### src/rtl/windower_serial_pad.sv
// windower_serial_pad: slice-serial sliding-window generator with runtime
// frame length/stride and optional same-mode zero padding with self-flush.
module windower_serial_pad #(
    parameter int NO_CH_IN      = 16,
    parameter int LOG2_IMG_SIZE = 5,
    parameter int WINDOW_SIZE   = 3,
    parameter int SER_CYC       = 4,
    parameter int MAX_STRIDE    = 4
) (
    input  logic                                  clk,
    input  logic                                  rst,
    input  logic [LOG2_IMG_SIZE:0]                cfg_img_len,
    input  logic                                  cfg_pad_en,
    input  logic [$clog2(MAX_STRIDE):0]           cfg_stride,
    input  logic                                  vld_in,
    input  logic [NO_CH_IN-1:0]                   data_in,
    output logic                                  in_rdy,
    output logic                                  vld_out,
    output logic [WINDOW_SIZE-1:0][NO_CH_IN-1:0]  data_out,
    output logic                                  ser_rst,
    output logic [LOG2_IMG_SIZE-1:0]              win_idx,
    output logic                                  frame_end
);
    localparam int W     = WINDOW_SIZE;
    localparam int H     = (W - 1) / 2;
    localparam int LMAX  = 2 ** LOG2_IMG_SIZE;
    localparam int DEPTH = (W - 1) * SER_CYC;
    localparam int QW    = LOG2_IMG_SIZE + 2;
    localparam int CW    = LOG2_IMG_SIZE + 1;
    localparam int TW    = $clog2(MAX_STRIDE) + 1;
    localparam int SW    = (SER_CYC > 1) ? $clog2(SER_CYC) : 1;

    typedef enum logic [1:0] {IDLE, RUN, FLUSH} state_t;
    state_t r_state, w_state_nxt;

    logic [QW-1:0]       r_len, r_q;
    logic [TW-1:0]       r_str, r_ph;
    logic                r_pad;
    logic [SW-1:0]       r_s;
    logic [NO_CH_IN-1:0] r_sh [DEPTH];

    logic [QW-1:0]       w_cfg_len, w_len, w_end_q, w_first;
    logic [TW-1:0]       w_cfg_str, w_str;
    logic                w_pad, w_idle, w_flush, w_acc, w_beat;
    logic                w_last_s, w_frame_last, w_in_last, w_emit;
    logic [NO_CH_IN-1:0] w_din;
    logic [LOG2_IMG_SIZE-1:0] w_o;
    logic [NO_CH_IN-1:0] w_hist [DEPTH+1];
    logic [W-1:0][NO_CH_IN-1:0] w_taps;

    always_comb begin
        w_cfg_len = QW'(cfg_img_len);
        if (cfg_img_len == '0 || cfg_img_len > CW'(LMAX))
            w_cfg_len = QW'(LMAX);
        else if (cfg_img_len < CW'(W))
            w_cfg_len = QW'(W);
        w_cfg_str = cfg_stride;
        if (cfg_stride == '0)
            w_cfg_str = TW'(1);
        else if (cfg_stride > TW'(MAX_STRIDE))
            w_cfg_str = TW'(MAX_STRIDE);
    end

    // Config is taken live on the frame's first beat, latched afterwards.
    assign w_idle  = (r_state == IDLE);
    assign w_len   = w_idle ? w_cfg_len : r_len;
    assign w_str   = w_idle ? w_cfg_str : r_str;
    assign w_pad   = w_idle ? cfg_pad_en : r_pad;

    assign w_flush = (r_state == FLUSH);
    assign in_rdy  = !w_flush;
    assign w_acc   = vld_in && in_rdy;
    assign w_beat  = w_acc || w_flush;
    assign w_din   = w_flush ? '0 : data_in;

    assign w_last_s     = (r_s == SW'(SER_CYC - 1));
    assign w_end_q      = w_len - QW'(1) + (w_pad ? QW'(H) : QW'(0));
    assign w_frame_last = w_last_s && (r_q == w_end_q);
    assign w_in_last    = w_last_s && (r_q == w_len - QW'(1));
    assign w_first      = w_pad ? QW'(H) : QW'(W - 1);
    assign w_emit       = (r_q >= w_first) && (r_ph == '0);
    assign w_o          = LOG2_IMG_SIZE'(r_q - w_first);

    // Taps outside 0..L-1 of the current frame read as zero.
    always_comb begin
        w_hist[0] = w_din;
        for (int k = 1; k <= DEPTH; k++)
            w_hist[k] = r_sh[k-1];
        w_taps = '0;
        for (int j = 0; j < W; j++) begin
            if (r_q >= QW'(W - 1 - j) && (r_q - QW'(W - 1 - j)) < w_len)
                w_taps[j] = w_hist[(W - 1 - j) * SER_CYC];
        end
    end

    always_comb begin
        w_state_nxt = r_state;
        if (w_beat) begin
            if (w_frame_last)
                w_state_nxt = IDLE;
            else if (w_in_last && w_pad)
                w_state_nxt = FLUSH;
            else if (w_idle)
                w_state_nxt = RUN;
        end
    end

    always_ff @(posedge clk) begin
        if (rst) begin
            r_state   <= IDLE;
            r_len     <= '0;
            r_str     <= '0;
            r_pad     <= 1'b0;
            r_q       <= '0;
            r_s       <= '0;
            r_ph      <= '0;
            for (int k = 0; k < DEPTH; k++)
                r_sh[k] <= '0;
            vld_out   <= 1'b0;
            ser_rst   <= 1'b0;
            frame_end <= 1'b0;
            win_idx   <= '0;
            data_out  <= '0;
        end else begin
            r_state   <= w_state_nxt;
            vld_out   <= w_beat && w_emit;
            ser_rst   <= w_beat && w_emit && (r_s == '0);
            frame_end <= w_beat && w_frame_last;
            if (w_idle && w_acc) begin
                r_len <= w_cfg_len;
                r_str <= w_cfg_str;
                r_pad <= cfg_pad_en;
            end
            if (w_beat) begin
                data_out <= w_taps;
                if (w_emit)
                    win_idx <= w_o;
                r_sh[0] <= w_din;
                for (int k = 1; k < DEPTH; k++)
                    r_sh[k] <= r_sh[k-1];
                // Stride phase steps once per window-eligible sample.
                if (w_frame_last) begin
                    r_s  <= '0;
                    r_q  <= '0;
                    r_ph <= '0;
                end else if (w_last_s) begin
                    r_s <= '0;
                    r_q <= r_q + QW'(1);
                    if (r_q >= w_first)
                        r_ph <= (r_ph == w_str - TW'(1)) ? '0 : r_ph + TW'(1);
                end else begin
                    r_s <= r_s + SW'(1);
                end
            end
        end
    end
endmodule

### config.mk
export PLATFORM = sky130hd
export DESIGN_NAME = windower_serial_pad
export DESIGN_NICKNAME = d
export VERILOG_FILES = /design/src/rtl/windower_serial_pad.sv
export SDC_FILE = /design/constraint.sdc
export NUM_CORES = 1
export LEC_CHECK = 0
export BUFFER_PORTS_ARGS = -buffer_cell sky130_fd_sc_hd__buf_2
export CAP_MARGIN = 20
export CORE_MARGIN = 4
export CORE_UTILIZATION = 55
export CTS_BUF_LIST = sky130_fd_sc_hd__clkbuf_16
export CTS_CLUSTER_DIAMETER = 50
export DETAILED_ROUTE_END_ITERATION = 8
export PLACE_DENSITY = 0.75
export RECOVER_POWER = 25
export SYNTH_ARGS = -nofsm -noshare
export SYNTH_HDL_FRONTEND = slang
export SYNTH_SLANG_ARGS = --single-unit
### constraint.sdc
create_clock -name clk -period 9.8 [get_ports clk]
set_input_delay 0.98 -clock clk [delete_from_list [all_inputs] [get_ports clk]]
set_output_delay 0.98 -clock clk [all_outputs]
set_load 0.02 [all_outputs]
# [After elaboration in Yosys (flattened, before gate mapping)]
# Memories as Yosys holds them, arrays and structs flattened.
# Index checks and enable logic that the tools add are counted.
[word_totals] register_bits=81 mem_bits_rw=128 input_bits=29 mem_count=1
[op_classes] addsub=9 magnitude_cmp=10 n_eq_ne=5 n_mux=37 bitwise_logic=8 n_reduce_logical=27
[mem_list] memory="r_sh" words=8 width=16 read_ports=8 rd_ports_with_merged_regs=0 write_ports=8 line="40" rtl="logic [NO_CH_IN-1:0] r_sh [DEPTH];"
[op_table] cell="$mux W16" count=12
[op_table] cell="$lt A7 B7 Y1" count=3
[op_table] cell="$mux W3" count=7
[op_table] cell="$mux W7" count=3
[op_table] cell="$eq A7 B7 Y1" count=2
[op_table] cell="$ge A7 B1 Y1 const B" count=2
[op_table] cell="$sub A7 B1 Y7 const B" count=2
[op_table] cell="$logic_and A1 B1 Y1" count=12
[op_table] cell="$mux W2" count=6
[op_table] cell="$mux W6" count=2
[op_table] cell="$or A1 B1 Y1" count=8
[op_table] cell="$add A7 B1 Y7" count=1
[op_table] cell="$add A7 B1 Y7 const B" count=1
[op_table] cell="$ge A7 B2 Y1" count=1
[op_table] cell="$ge A7 B2 Y1 const B" count=1
[op_table] cell="$mux W1" count=7
[op_table] cell="$sub A7 B2 Y7 const B" count=1
[op_table] cell="$gt A6 B6 Y1 const B" count=1
[op_table] cell="$logic_not A3 Y1" count=2
[op_table] cell="$logic_not A6 Y1" count=1
[op_table] cell="$lt A6 B2 Y1 const B" count=1
[op_table] cell="$reduce_and A2 Y1" count=3
[op_table] cell="$sub A5 B2 Y5" count=1
[op_table] cell="$eq A2 B2 Y1 const B" count=2
[op_table] cell="other kinds (11)" count=14

# [Longest topological paths before layout]
[depth] ltp_word=10 depth_mapped=16 ltp_nobuf=14

# [Worst setup path before layout]
# No wires, ideal clock.
[synth_timing] path_type="input port to flip-flop" from="in rst" to="mem r_sh[0][0], enable pin" arrival_ns=4.257 required_time_ns=9.320 setup_slack_ns=5.063 stages=5 path_buffers=3 cell_sequence="clkbuf_1 > nor2_1 > clkbuf_1 > clkbuf_1 > inv_1"
[synth_lines] element="start, declared" line="11" rtl="input logic rst,"
[synth_lines] element="end, declared" line="40"

==> parameters.txt <==
Parameter                              Value

Cells and area
  Area added between synthesis and finish    14.6%
  Post-layout nets    860
  Proportion of layout cells with a drive suffix above 1    13.9%
  Commonest cells after routing, fill and taps aside    edfxtp_1, and2_1, dfxtp_1
  Core Util, Final    64.4%
  Antenna fix cells    0
  Most frequent standard cell in the layout excluding fill and tap cells    edfxtp_1

Setup path
  Worst Setup Path Type    in -> reg
  Sort of element at the start of the critical path    input port
  RR Startpoint    r_state[1]
  Worst-path fanout max    just over 70
  Worst setup EP type    register
  Data required time at the worst endpoint    approximately 9.9 ns
  Reg2Reg Capture Point    r_ph[2]
  Crit path arrival time    approximately 4.8 ns
  Worst Setup SP    rst
  Worst R2R Path Depth    10
  Worst reg2reg setup slack    5.77 ns

Drt
  Post-route DRC    0
  Router iterations before antenna repair    4
  Total wirelength of the detailed-routed design    16100 um
  Post-DR vias/cell    approximately 5.3
  DR iter-0 viols    ~380
  Routed WL per cell    15.6 um
  Via count of the routed design    5446
  DRT antenna net count    0

Logic synthesis
  Count of flip-flops with a built-in enable after synthesis    ~130
  Sequential-to-total area share from yosys stat    60.7%
  Synthesized area    0.00896 sq mm
  Post-synth top area share    42.9%
  Most instantiated flip-flop cell in the synthesis netlist    edfxtp_1
  Unique masters post-synth    60
  Cell types with the largest area share after synthesis    edfxtp_1, dfxtp_1, and2_1
  Synthesized net count    781
  Yosys top cell by area    edfxtp_1
  Warnings, synthesis    0
  Flop and latch count out of synthesis    208
  Syn_area_per_cell    12.5 sq um
  Cells after Synth    716
  FFs w/ async S/R, synth    0%

Clock network
  PostCTS Resize Cnt    0
  Buffer depth of the longest clock path    3
  Post-CTS Repair Setup Buffers    0
  Clock-pin slew reported for the worst setup and hold paths after clock tree synthesis    0.06 ns
  CTS HTree Levels    1
  Clock tree from TritonCTS    yes
  Worst skew pair latency    0.50 ns
  Number of buffers created by CTS    23
  CTS Root Buffer Type    clkbuf_16
  Number of clock sinks    208
  Quantity of hold-fixing buffers added after cts    0

Global routing
  Number of antenna violations at the first check in global routing    0
  Global-route wire length before repair    26000 um
  Maximum number of pins on one net before global-route repair    73
  Total grt overflow    0
  Tot GR Track Use    17.4%
  Vias in the first global route    roughly 5400

STA
  Share of the clock period used by the worst path    about 48%
  Worst rel slew slack    -82.1%
  Setup TNS after final layout    0 ns
  Transition time of the tightest slew-check pin    2.73 ns
  Setup repair after global routing missed its margin    no
  Number of endpoints failing setup at the final stage    0
  Fin crit period    4.67 ns
  Max Freq    about 0.21 GHz
  Number of max-slew violations in the final report    between 60 and 70
  Final-report hold violation count    0
  Final worst clock skew    0.0121 ns

Power and ir drop
  P_leak    4.20 nW
  Cell area power density    191 mW/mm^2
  Total power draw    about 2.0 mW
  VDD IR-drop max    125 uV

Die
  Die Span Y    between 100 and 150 um
  Effective utilization at floorplan    a little under three fifths
  Area enclosed by the die boundary    about 0.018 sq mm
  Count of standard-cell rows    46
  Boundary Pins    86
  Core ar.    0.0159 sq mm
  Die width    between 100 and 150 um

Status
  Failing checks    max-capacitance violations, max-slew violations
  Status    finished with violations

Placed design
  Count of buffers from port buffering    85
  RD Place Congestion    0.863
  Half-perimeter wire length after detailed placement    between 10000 and 15000 um

Hold path
  Hold Path Sink    r_str[1]
  Class of the worst hold path    reg -> reg
  Hold Path Stages    2
  Hold Path Origin    r_str[1]

Job
  Number of max-capacitance violations reported    1
[cells by family (layout without fill, tap and decap cells)]
logic type	Yosys count	after routing	share of synthesized area [%]
AOI/OAI and AO/OA	113	113	9.90
xor gates and xnor gates	35	35	3.78
adders and majority gates	36	36	5.11
buffers and inverters	56	152	2.55
DFF	208	208	60.7
muxes	10	10	1.26
and+or+nand+nor	258	258	16.7
[metrics by stage]
step | hold WS (ns) | instance area [sq um] | setup slack, ns | std cells
2_1_floorplan | 0.436 | 8960 | 5.06 | 716
3_3_place_gp | 0.440 | 9560 | 5.54 | 984
3_5_place_dp | 0.442 | 9580 | 5.40 | 985
4_1_cts | 0.454 | 10300 | 5.87 | 1027
5_1_grt | 0.467 | 10300 | 4.69 | 1028
6_report | 0.454 | 10300 | 5.13 | 1028
[worst max path at each step]
stage                     slack [ns]     endpoint
after global placement          5.54      r_ph[2]
after CTS                       5.87      r_ph[2]
final                           5.13  r_sh[0][36]
after detailed placement        5.40      r_ph[2]
after floorplan                 5.06   r_sh[0][0]
after global routing            4.69  r_sh[0][61]
[area by class of cell]
cell class,instances,area (sq um)
inverters,18,70.1
fillers,1211,5670
flip-flops and latches,208,5450
clock inverters,18,126
multi-input cells,452,3300
well taps,216,270
repair buffers,92,454
clock buffers,24,601
[per-layer routing]
metal	track usage (%)	part of all wire [%]	vias to the layer above
met5	0	0	-
met4	6.22	2.7	0
met3	3.08	5.6	37
met2	28.2	45	152
met1	23.8	46	2554
li1	-	-	2703
[power breakdown]
group,switching (mW),internal (mW)
Sequential,0.0136,0.977
Combinational,0.0997,0.0639
Clock,0.334,0.474
[registers in the layout (all words and copies together), names as in the netlist, 3 cells and up]
register / count
r_sh: 128
r_ph: 3
data_out: 48
win_idx: 5
r_len: 6
r_q: 7
r_str: 3
[worst max-delay path, cell delays in order]
cell,delay (ns)
buf_2,0.07
clkbuf_1,1.93
nor2_4,-0.03
buf_4,0.39
inv_4,0.69
buf_4,0.70
[cells in the mapped netlist (all sizes together), types with 2 or more instances]
library cell	count
a211oi	9
mux2i	10
and2	107
a21oi	20
o21ai	9
ha	35
a211o	2
clkbuf	33
xor2	10
nand3b	2
and3	4
nor2b	44
a21boi	2
a31oi	3
edfxtp	128
dfxtp	80
nand2b	8
nor4	4
a22o	48
nand2	32
nor3	6
inv	17
xnor2	24
or2	3
buf	5
or3	3
nor3b	3
nor2	29
a2bb2oi	2
o21bai	3
a2111oi	2
nand3	7
nand4	3
o22ai	2
Power figures use the tool's default switching activity.
